`src/rtl/dmem_pkg.sv`:
```
// Shared constants for the data-memory arbiter: FSM state encoding and byte-lane geometry.
package dmem_pkg;

  localparam logic [1:0] ARB   = 2'd0;
  localparam logic [1:0] LOCK0 = 2'd1;
  localparam logic [1:0] LOCK1 = 2'd2;

  localparam int LANE_W    = 8;
  localparam int NUM_LANES = 4;
  localparam int WORD_W    = LANE_W * NUM_LANES;

endpackage

```
`src/rtl/dmem_byte_merge.sv`:
```
// Combinational byte-lane merge for single-cycle read-modify-write: enabled lanes
// come from the write data, the rest from the current memory word.
module dmem_byte_merge
  import dmem_pkg::*;
(
  input  logic [WORD_W-1:0]    wdata,
  input  logic [WORD_W-1:0]    rdata,
  input  logic [NUM_LANES-1:0] be,
  output logic [WORD_W-1:0]    merged
);

  always_comb begin
    merged = rdata;
    for (int i = 0; i < NUM_LANES; i++) begin
      if (be[i]) merged[i*LANE_W +: LANE_W] = wdata[i*LANE_W +: LANE_W];
    end
  end

endmodule

```
`src/rtl/dmem_arbiter.sv`:
```
// Two-requester data-memory arbiter with bus lock and owner-idle timeout.
// Define DMEM_ARB_RR_EN for round-robin conflict resolution; default is fixed priority to requester 0.
//
// state | meaning
// ARB   | no lock held; arbitrate between requesters
// LOCK0 | requester 0 owns the memory; requester 1 waits
// LOCK1 | requester 1 owns the memory; requester 0 waits
module dmem_arbiter
  import dmem_pkg::*;
#(
  parameter int ADDR_BITS    = 8,
  parameter int LOCK_TIMEOUT = 16
) (
  input  logic        clk,
  input  logic        rst_n,
  input  logic        r0_req,
  input  logic        r0_we,
  input  logic [3:0]  r0_be,
  input  logic        r0_lock,
  input  logic [31:0] r0_addr,
  input  logic [31:0] r0_wdata,
  input  logic        r1_req,
  input  logic        r1_we,
  input  logic [3:0]  r1_be,
  input  logic        r1_lock,
  input  logic [31:0] r1_addr,
  input  logic [31:0] r1_wdata,
  output logic        r0_gnt,
  output logic        r0_rvalid,
  output logic [31:0] r0_rdata,
  output logic        r0_err,
  output logic        r1_gnt,
  output logic        r1_rvalid,
  output logic [31:0] r1_rdata,
  output logic        r1_err,
  output logic        mem_we,
  output logic [31:0] mem_a,
  output logic [31:0] mem_wd,
  input  logic [31:0] mem_rd
);

  localparam int CNT_W = $clog2(LOCK_TIMEOUT + 1);
  localparam logic [CNT_W-1:0] CNT_MAX = CNT_W'(LOCK_TIMEOUT);

  logic [1:0]       state, state_nxt;
  logic [CNT_W-1:0] idle_cnt, idle_cnt_nxt;
  logic             gnt0, gnt1, gnt_any, sel, pref1, owner_req;
  logic             oor0, oor1, g_oor, g_we, g_lock;
  logic [3:0]       g_be;
  logic [29:0]      g_word;
  logic [31:0]      g_wdata, merged;
  logic             addr_lsb_unused;

  // Byte offset bits play no part in word-addressed memory.
  assign addr_lsb_unused = &{1'b0, r0_addr[1:0], r1_addr[1:0]};

  assign oor0 = |r0_addr[31:ADDR_BITS+2];
  assign oor1 = |r1_addr[31:ADDR_BITS+2];

`ifdef DMEM_ARB_RR_EN
  always_ff @(posedge clk) begin
    if (!rst_n)       pref1 <= 1'b0;
    else if (gnt_any) pref1 <= ~sel;
  end
`else
  assign pref1 = 1'b0;
`endif

  always_comb begin
    gnt0 = 1'b0;
    gnt1 = 1'b0;
    if (rst_n) begin
      case (state)
        LOCK0:   gnt0 = r0_req;
        LOCK1:   gnt1 = r1_req;
        default: begin
          if (r0_req && r1_req) begin
            gnt0 = ~pref1;
            gnt1 = pref1;
          end else begin
            gnt0 = r0_req;
            gnt1 = r1_req;
          end
        end
      endcase
    end
  end

  assign r0_gnt  = gnt0;
  assign r1_gnt  = gnt1;
  assign gnt_any = gnt0 | gnt1;
  assign sel     = gnt1;

  assign g_we    = sel ? r1_we          : r0_we;
  assign g_be    = sel ? r1_be          : r0_be;
  assign g_lock  = sel ? r1_lock        : r0_lock;
  assign g_word  = sel ? r1_addr[31:2]  : r0_addr[31:2];
  assign g_wdata = sel ? r1_wdata       : r0_wdata;
  assign g_oor   = sel ? oor1           : oor0;

  dmem_byte_merge u_merge (
    .wdata  (g_wdata),
    .rdata  (mem_rd),
    .be     (g_be),
    .merged (merged)
  );

  assign mem_a  = gnt_any ? {2'b00, g_word} : 32'd0;
  assign mem_wd = gnt_any ? merged : 32'd0;
  assign mem_we = gnt_any & g_we & (|g_be) & ~g_oor;

  always_comb begin
    state_nxt    = state;
    idle_cnt_nxt = '0;
    owner_req    = (state == LOCK1) ? r1_req : r0_req;
    case (state)
      ARB: begin
        if (gnt_any && g_lock) state_nxt = sel ? LOCK1 : LOCK0;
      end
      LOCK0, LOCK1: begin
        if (owner_req) begin
          if (!g_lock) state_nxt = ARB;
        end else begin
          idle_cnt_nxt = (idle_cnt == CNT_MAX) ? CNT_MAX : idle_cnt + 1'b1;
          if (idle_cnt_nxt == CNT_MAX) state_nxt = ARB;
        end
      end
      default: state_nxt = ARB;
    endcase
  end

  always_ff @(posedge clk) begin
    if (!rst_n) begin
      state     <= ARB;
      idle_cnt  <= '0;
      r0_rvalid <= 1'b0;
      r0_err    <= 1'b0;
      r0_rdata  <= '0;
      r1_rvalid <= 1'b0;
      r1_err    <= 1'b0;
      r1_rdata  <= '0;
    end else begin
      state     <= state_nxt;
      idle_cnt  <= idle_cnt_nxt;
      r0_rvalid <= gnt0;
      r0_err    <= gnt0 & oor0;
      r1_rvalid <= gnt1;
      r1_err    <= gnt1 & oor1;
      if (gnt0) r0_rdata <= oor0 ? 32'd0 : mem_rd;
      if (gnt1) r1_rdata <= oor1 ? 32'd0 : mem_rd;
    end
  end

endmodule
```
`config.mk`:
```
export PLATFORM = sky130hd
export DESIGN_NAME = dmem_arbiter
export DESIGN_NICKNAME = d
export VERILOG_FILES = /design/src/rtl/dmem_pkg.sv /design/src/rtl/dmem_byte_merge.sv /design/src/rtl/dmem_arbiter.sv
export SDC_FILE = /design/constraint.sdc
export NUM_CORES = 1
export LEC_CHECK = 0
export ABC_AREA = 1
export CAP_MARGIN = 20
export CELL_PAD_IN_SITES_DETAIL_PLACEMENT = 0
export CELL_PAD_IN_SITES_GLOBAL_PLACEMENT = 1
export CORE_ASPECT_RATIO = 1.4
export CORE_UTILIZATION = 22
export DETAILED_ROUTE_END_ITERATION = 10
export PLACE_DENSITY_LB_ADDON = 0.1
export SYNTH_ARGS = -nofsm -noshare
export SYNTH_HDL_FRONTEND = slang
export SYNTH_SLANG_ARGS = --single-unit
export TNS_END_PERCENT = 20
```
`constraint.sdc`:
```
create_clock -name clk -period 2.5 [get_ports clk]
set_input_delay 0.75 -clock clk [delete_from_list [all_inputs] [get_ports clk]]
set_output_delay 0.75 -clock clk [all_outputs]
set_load 0.1 [all_outputs]
```
### Word-level counts from Yosys, hierarchy flattened

Index checks and enable logic that the tools add are counted.

* flip-flop bits (word level): 75
* latch bits: 0
* bits in writable memories: 0
* memory bits (read-only): 0
* input port bits: 176
* output and inout bits: 135
* logic and storage cells: 62
* memories kept: 0

* add/subtract/negate cells: 1
* $mul: 0
* div/mod/pow operators: 0
* order comparisons: 0
* eq/ne operators: 7
* shifts and indexed selects: 0
* mux-type cells: 28
* bitwise operators: 9
* reduce and logical (&&, ||, !) cells: 9

Operators by type and width (count)
* $mux 32: 4
* $mux 30: 2
* $reduce_or 22->1: 2
* $mux 8: 4
* $eq 5x5->1 const B: 2
* $mux 2: 5
* $mux 1: 8
* $ne 3x3->1 const B: 2
* $add 5x1->5 const B: 1
* $and 1x1->1: 5
* $mux 5: 1
* $mux 4: 1
* $pmux 1 s2: 2
* $pmux 2 s2: 1
* $reduce_or 4->1: 1
* $not 1->1: 3
* $reduce_and 3->1: 1
* $reduce_or 3->1: 1
* $eq 2x1->1 const B: 1
* $eq 2x2->1 const B: 1
* $logic_and 1x1->1: 2
* $logic_not 2->1: 1
* $ne 2x2->1 const B: 1
* $reduce_or 2->1: 1
* $or 1x1->1: 1

### Logic depth before layout (Yosys ltp)

* word-level depth: 8
* mapped depth: 13
* gate-level depth less buffers: 13

### Hierarchy

A second synthesis with hierarchy kept.

* cells, all modules: 838
* area, all modules: 4853.4 sq um

Modules (own cells, without submodules)
* dmem_arbiter: instances 1, cells an instance 734, area each 4433.0 sq um
* dmem_byte_merge: instances 1, cells an instance 104, area each 420.4 sq um

### Worst setup path before layout

Ideal clock, no wire load.

* path type: input to output
* start point: input rst_n
* end point: output mem_a[25]
* arrival time: 3304 ps
* path slack: -1554 ps
* stages on the path: 8
* buffers on the path: 2
* cell sequence: nand2_1 -> inv_1 -> nand3_4 -> inv_4 -> buf_4 -> buf_2 -> nand2_1 -> a21oi_1

* word-level cells in the longest chain between the ends: 3
* elaborated cells on any way between the ends: 5
* classes of those cells: mux (4); bitwise (1)

Ends and longest elaborated chain
* start: declaration: RTL line dmem_arbiter.sv:15 `input logic rst_n,`
* $mux 1 (*): RTL line dmem_arbiter.sv:72 `if (rst_n) begin`
* named net r1_gnt: RTL line dmem_arbiter.sv:32 `output logic r1_gnt,`
* $mux 30 or $or 1x1->1 (tied branches): RTL line dmem_arbiter.sv:97, dmem_arbiter.sv:91
* $mux 30 (*): RTL line dmem_arbiter.sv:108 `assign mem_a = gnt_any ? {2'b00, g_word} : 32'd0;`
* end: declaration: RTL line dmem_arbiter.sv:37 `output logic [31:0] mem_a,`

Mark *: on every way through the listed nets, which the timed path passes. The rest lies on a longest branch.

### Worst setup path in the final report

* start point: input r0_req
* end point: output mem_wd[6]

* word-level cells in the longest chain between the ends: 7
* elaborated cells on any way between the ends: 12
* classes of those cells: mux (10); bitwise (1); reduce/logical (1)

Ends and longest elaborated chain
* start: declaration: RTL line dmem_arbiter.sv:16 `input logic r0_req,`
* $logic_and 1x1->1: RTL line dmem_arbiter.sv:77 `if (r0_req && r1_req) begin`
* $mux 1: RTL line dmem_arbiter.sv:77
* $pmux 1 s2: RTL line dmem_arbiter.sv:73 `case (state)`
* $mux 1: RTL line dmem_arbiter.sv:72
* $mux 32 or $mux 4 (tied branches): RTL line dmem_arbiter.sv:98, dmem_arbiter.sv:95
* $mux 8: RTL line dmem_byte_merge.sv:15 `if (be[i]) merged[i*LANE_W +: LANE_W] = wdata[i*LANE_W +: LANE_W];`
* $mux 32 (*): RTL line dmem_arbiter.sv:109 `assign mem_wd = gnt_any ? merged : 32'd0;`
* end: declaration: RTL line dmem_arbiter.sv:38 `output logic [31:0] mem_wd,`

Mark *: on every way between the ends. The rest lies on a longest branch, timed or not.

==> run_results.csv <==
group,metric,value,unit
status,status,"finished, violations left",
status,violations,"setup timing",
route,wire_per_inst,17.5,um
die,initial_core_util,22.7,%
timing,min_period,3040,ps
timing,hold_viol_final,0,
yosys,syn_inst,670,
clock_network,cts_tree,"built",
global_route,overflow,0,
yosys,async_flop_share,0,%
clock_network,cts_hold_buf,0,
power,total_power,12.5,mW
clock_network,cts-htree-levels,3,
timing,fin_skew,6.22,ps
power,ir_worst_vdd,638,uV
die,io_pins,311,
final_layout,area_delta_synth_final,164,%
timing,final_max_slew_viol_count,0,
final_layout,drive_gt1_share,44.3,%
min_path,hold_path_depth,2,
clock_network,clock_sinks,75,
setup_path,cp_max_fo,8,
clock_network,ctsRootBufferMaster,"clkbuf_16",
route,vias_per_cell,4.70,
route,drc,0,
yosys,synth_edf_count,0,
route,via_count,6340,
yosys,yosysTopAreaCellShare,35.5,%
placed_design,placed_area,9870,um2
timing,max_slew_margin,43.4,%
die,die_w,119,um
setup_path,worst_ep_arrival_time,2290,ps
die,die_height,166,um
global_route,grtUsageTotal,23.7,%
final_layout,final_util,59.9,%
global_route,antenna_found_initial,1,
global_route,grt_max_degree,37,
die,num_rows,59,
clock_network,clockBufferDepth,2,
timing,worst_pin_slew,847,ps
yosys,yosysMostFrequentCell,"nand2_1",
power,p_leak,4.56,nW
yosys,yosysWarnings,0,
route,routed_wl,23600,um
global_route,grt_pass1_vias,6788,
power,powerDensity,1120,nW/um2
global_route,grt_pass1_wl,36700,um
timing,fmax,329,MHz
setup_path,cp.required,1750,ps
clock_network,clk_latency,330,ps
yosys,synthDistinctLibCells,27,
setup_path,start_kind,"input port",
clock_network,cts_inserted_buffers,9,
route,ant_nets,0,
die,core,18700,um2
yosys,seq_area_frac_synth,35.5,%
placed_design,gp_congestion,0.893,
final_layout,final_cell_area,11200,um2
flow_run,maxCapViolCount,0,
yosys,synth.largest_area_cell,"dfxtp_1",
placed_design,place_hpwl,17100,um
setup_path,worst_r2r_path_depth,10,
yosys,ys_top_cells_by_area,"dfxtp_1 (35%), nand2_1 (17%), o21ai_0 (9.5%)",
clock_network,path_clk_slew,60,ps
yosys,avgSynthCellArea,6.32,um2
yosys,synthFlopType,"dfxtp_1",
timing,layout_setup_ws,-542,ps
timing,fin_crit_sh,122,%
timing,rsz0062_at_grt,"true",
min_path,hold_class,"register to register",
setup_path,crit_type,"input port to output port",
timing,setup_viol,65,
route,drt-pass1-iter-count,4,
yosys,syn_area,4230,um2
placed_design,portBuffers,304,
route,drt_iter0_markers,230,
final_layout,layout.nets,1280,
die,die_area,19800,um2
placed_design,dp_slack,-865,ps
yosys,synthTopCellsByCount,"nand2_1 (190), o21ai_0 (80), dfxtp_1 (75), a21oi_1 (63), nor2_1 (61)",
setup_path,end_kind,"output port",
yosys,ys_ff_latch,75,
timing,timing.hold.ws,468,ps
final_layout,num_antenna_cells,0,
## state kept, by name (all words and copies together) (netlist names)
| register | flops |
|---|---|
| r0_rdata | 32 |
| r0_rvalid | 1 |
| r0_err | 1 |
| idle_cnt | 5 |
| state | 2 |
| r1_rvalid | 1 |
| r1_err | 1 |
| r1_rdata | 32 |
## cell usage in the layout (no fill, tap or decap), types with 5 or more instances in the layout
cell             instances
inv_2                   18
clkbuf_16                9
a21oi_4                 30
buf_4                  184
dlygate4sd2_1           30
dfxtp_1                 73
o21ai_0                 33
nand2_2                  7
o21ai_4                  9
clkdlybuf4s50_1        136
o21ai_2                 22
nand2_4                 24
buf_8                    5
nor3_1                  32
a31oi_4                 32
o21ai_1                 20
buf_6                   12
inv_1                   22
a21oi_1                 25
a21oi_2                  8
nand4_1                  8
nor2_2                   5
nand2_1                160
buf_12                  86
nand3_1                  9
nor2_1                  56
nand2_8                  9
## routing by layer
metal | vias up | track usage, % | wire, um
li1 | 3090 | - | -
met2 | 236 | 47.0 | 13200
met4 | 2 | 5.94 | 465
met5 | - | 0 | 12
met1 | 2984 | 24.5 | 8340
met3 | 28 | 5.22 | 1570
## worst max-delay path: stages
cell and delay [ps]:
dlygate4sd2_1 290, nand2_4 90, nand3_4 100, buf_12 120
buf_12 150, nand2_8 80, nand2_8 100, buf_12 160
o21ai_4 60, a31oi_4 170, buf_12 190
## path summary, 6_finish.rpt
kind / slack, ps / startpoint / endpoint
min reg2reg: 470 / r0_rdata[23] / r0_rdata[23]
min: 470 / r0_rdata[23] / r0_rdata[23]
max reg2reg: 170 / state[1] / r1_rdata[21]
max: -540 / r0_req / mem_wd[6]
## layout make-up
| class | count | area [um2] |
|---|---|---|
| multi-input combinational | 509 | 3780 |
| clock buffer | 9 | 225 |
| sequential | 75 | 1500 |
| timing repair inverter | 1 | 16.3 |
| tap | 244 | 305 |
| clock inverter | 7 | 98.8 |
| fill | 1621 | 7500 |
| timing repair buffer | 461 | 5080 |
| inverter | 42 | 173 |
## kinds of logic after synthesis
kind of cell	after synthesis	share of synthesized area, %
AOI/OAI and AO/OA	181	22.5
adders and majority gates	5	1.48
buffers and inverters	91	9.55
DFF	75	35.5
other	1	0.0886
and+or+nand+nor	317	30.9
## where the power goes
group | total, mW | internal (mW) | switching (mW)
sequential | 1.40 | 1.33 | 0.0696
combinational | 9.71 | 3.48 | 6.23
clock | 1.41 | 0.881 | 0.531
## stage by stage
stage | setup TNS (ps) | instances
detailed placement | -64190 | 1282
floorplan | -18870 | 671
global placement | -64100 | 1282
CTS | -40860 | 1349
global route | -33640 | 1348
finish | -28610 | 1348
## timing repair
action,CTS,global route
cloned,9,0
gates resized for setup,176,46
endpoints found under the setup margin,97,107
setup buffers,42,5
pin swaps,51,21
Power figures use the tool's default switching activity.
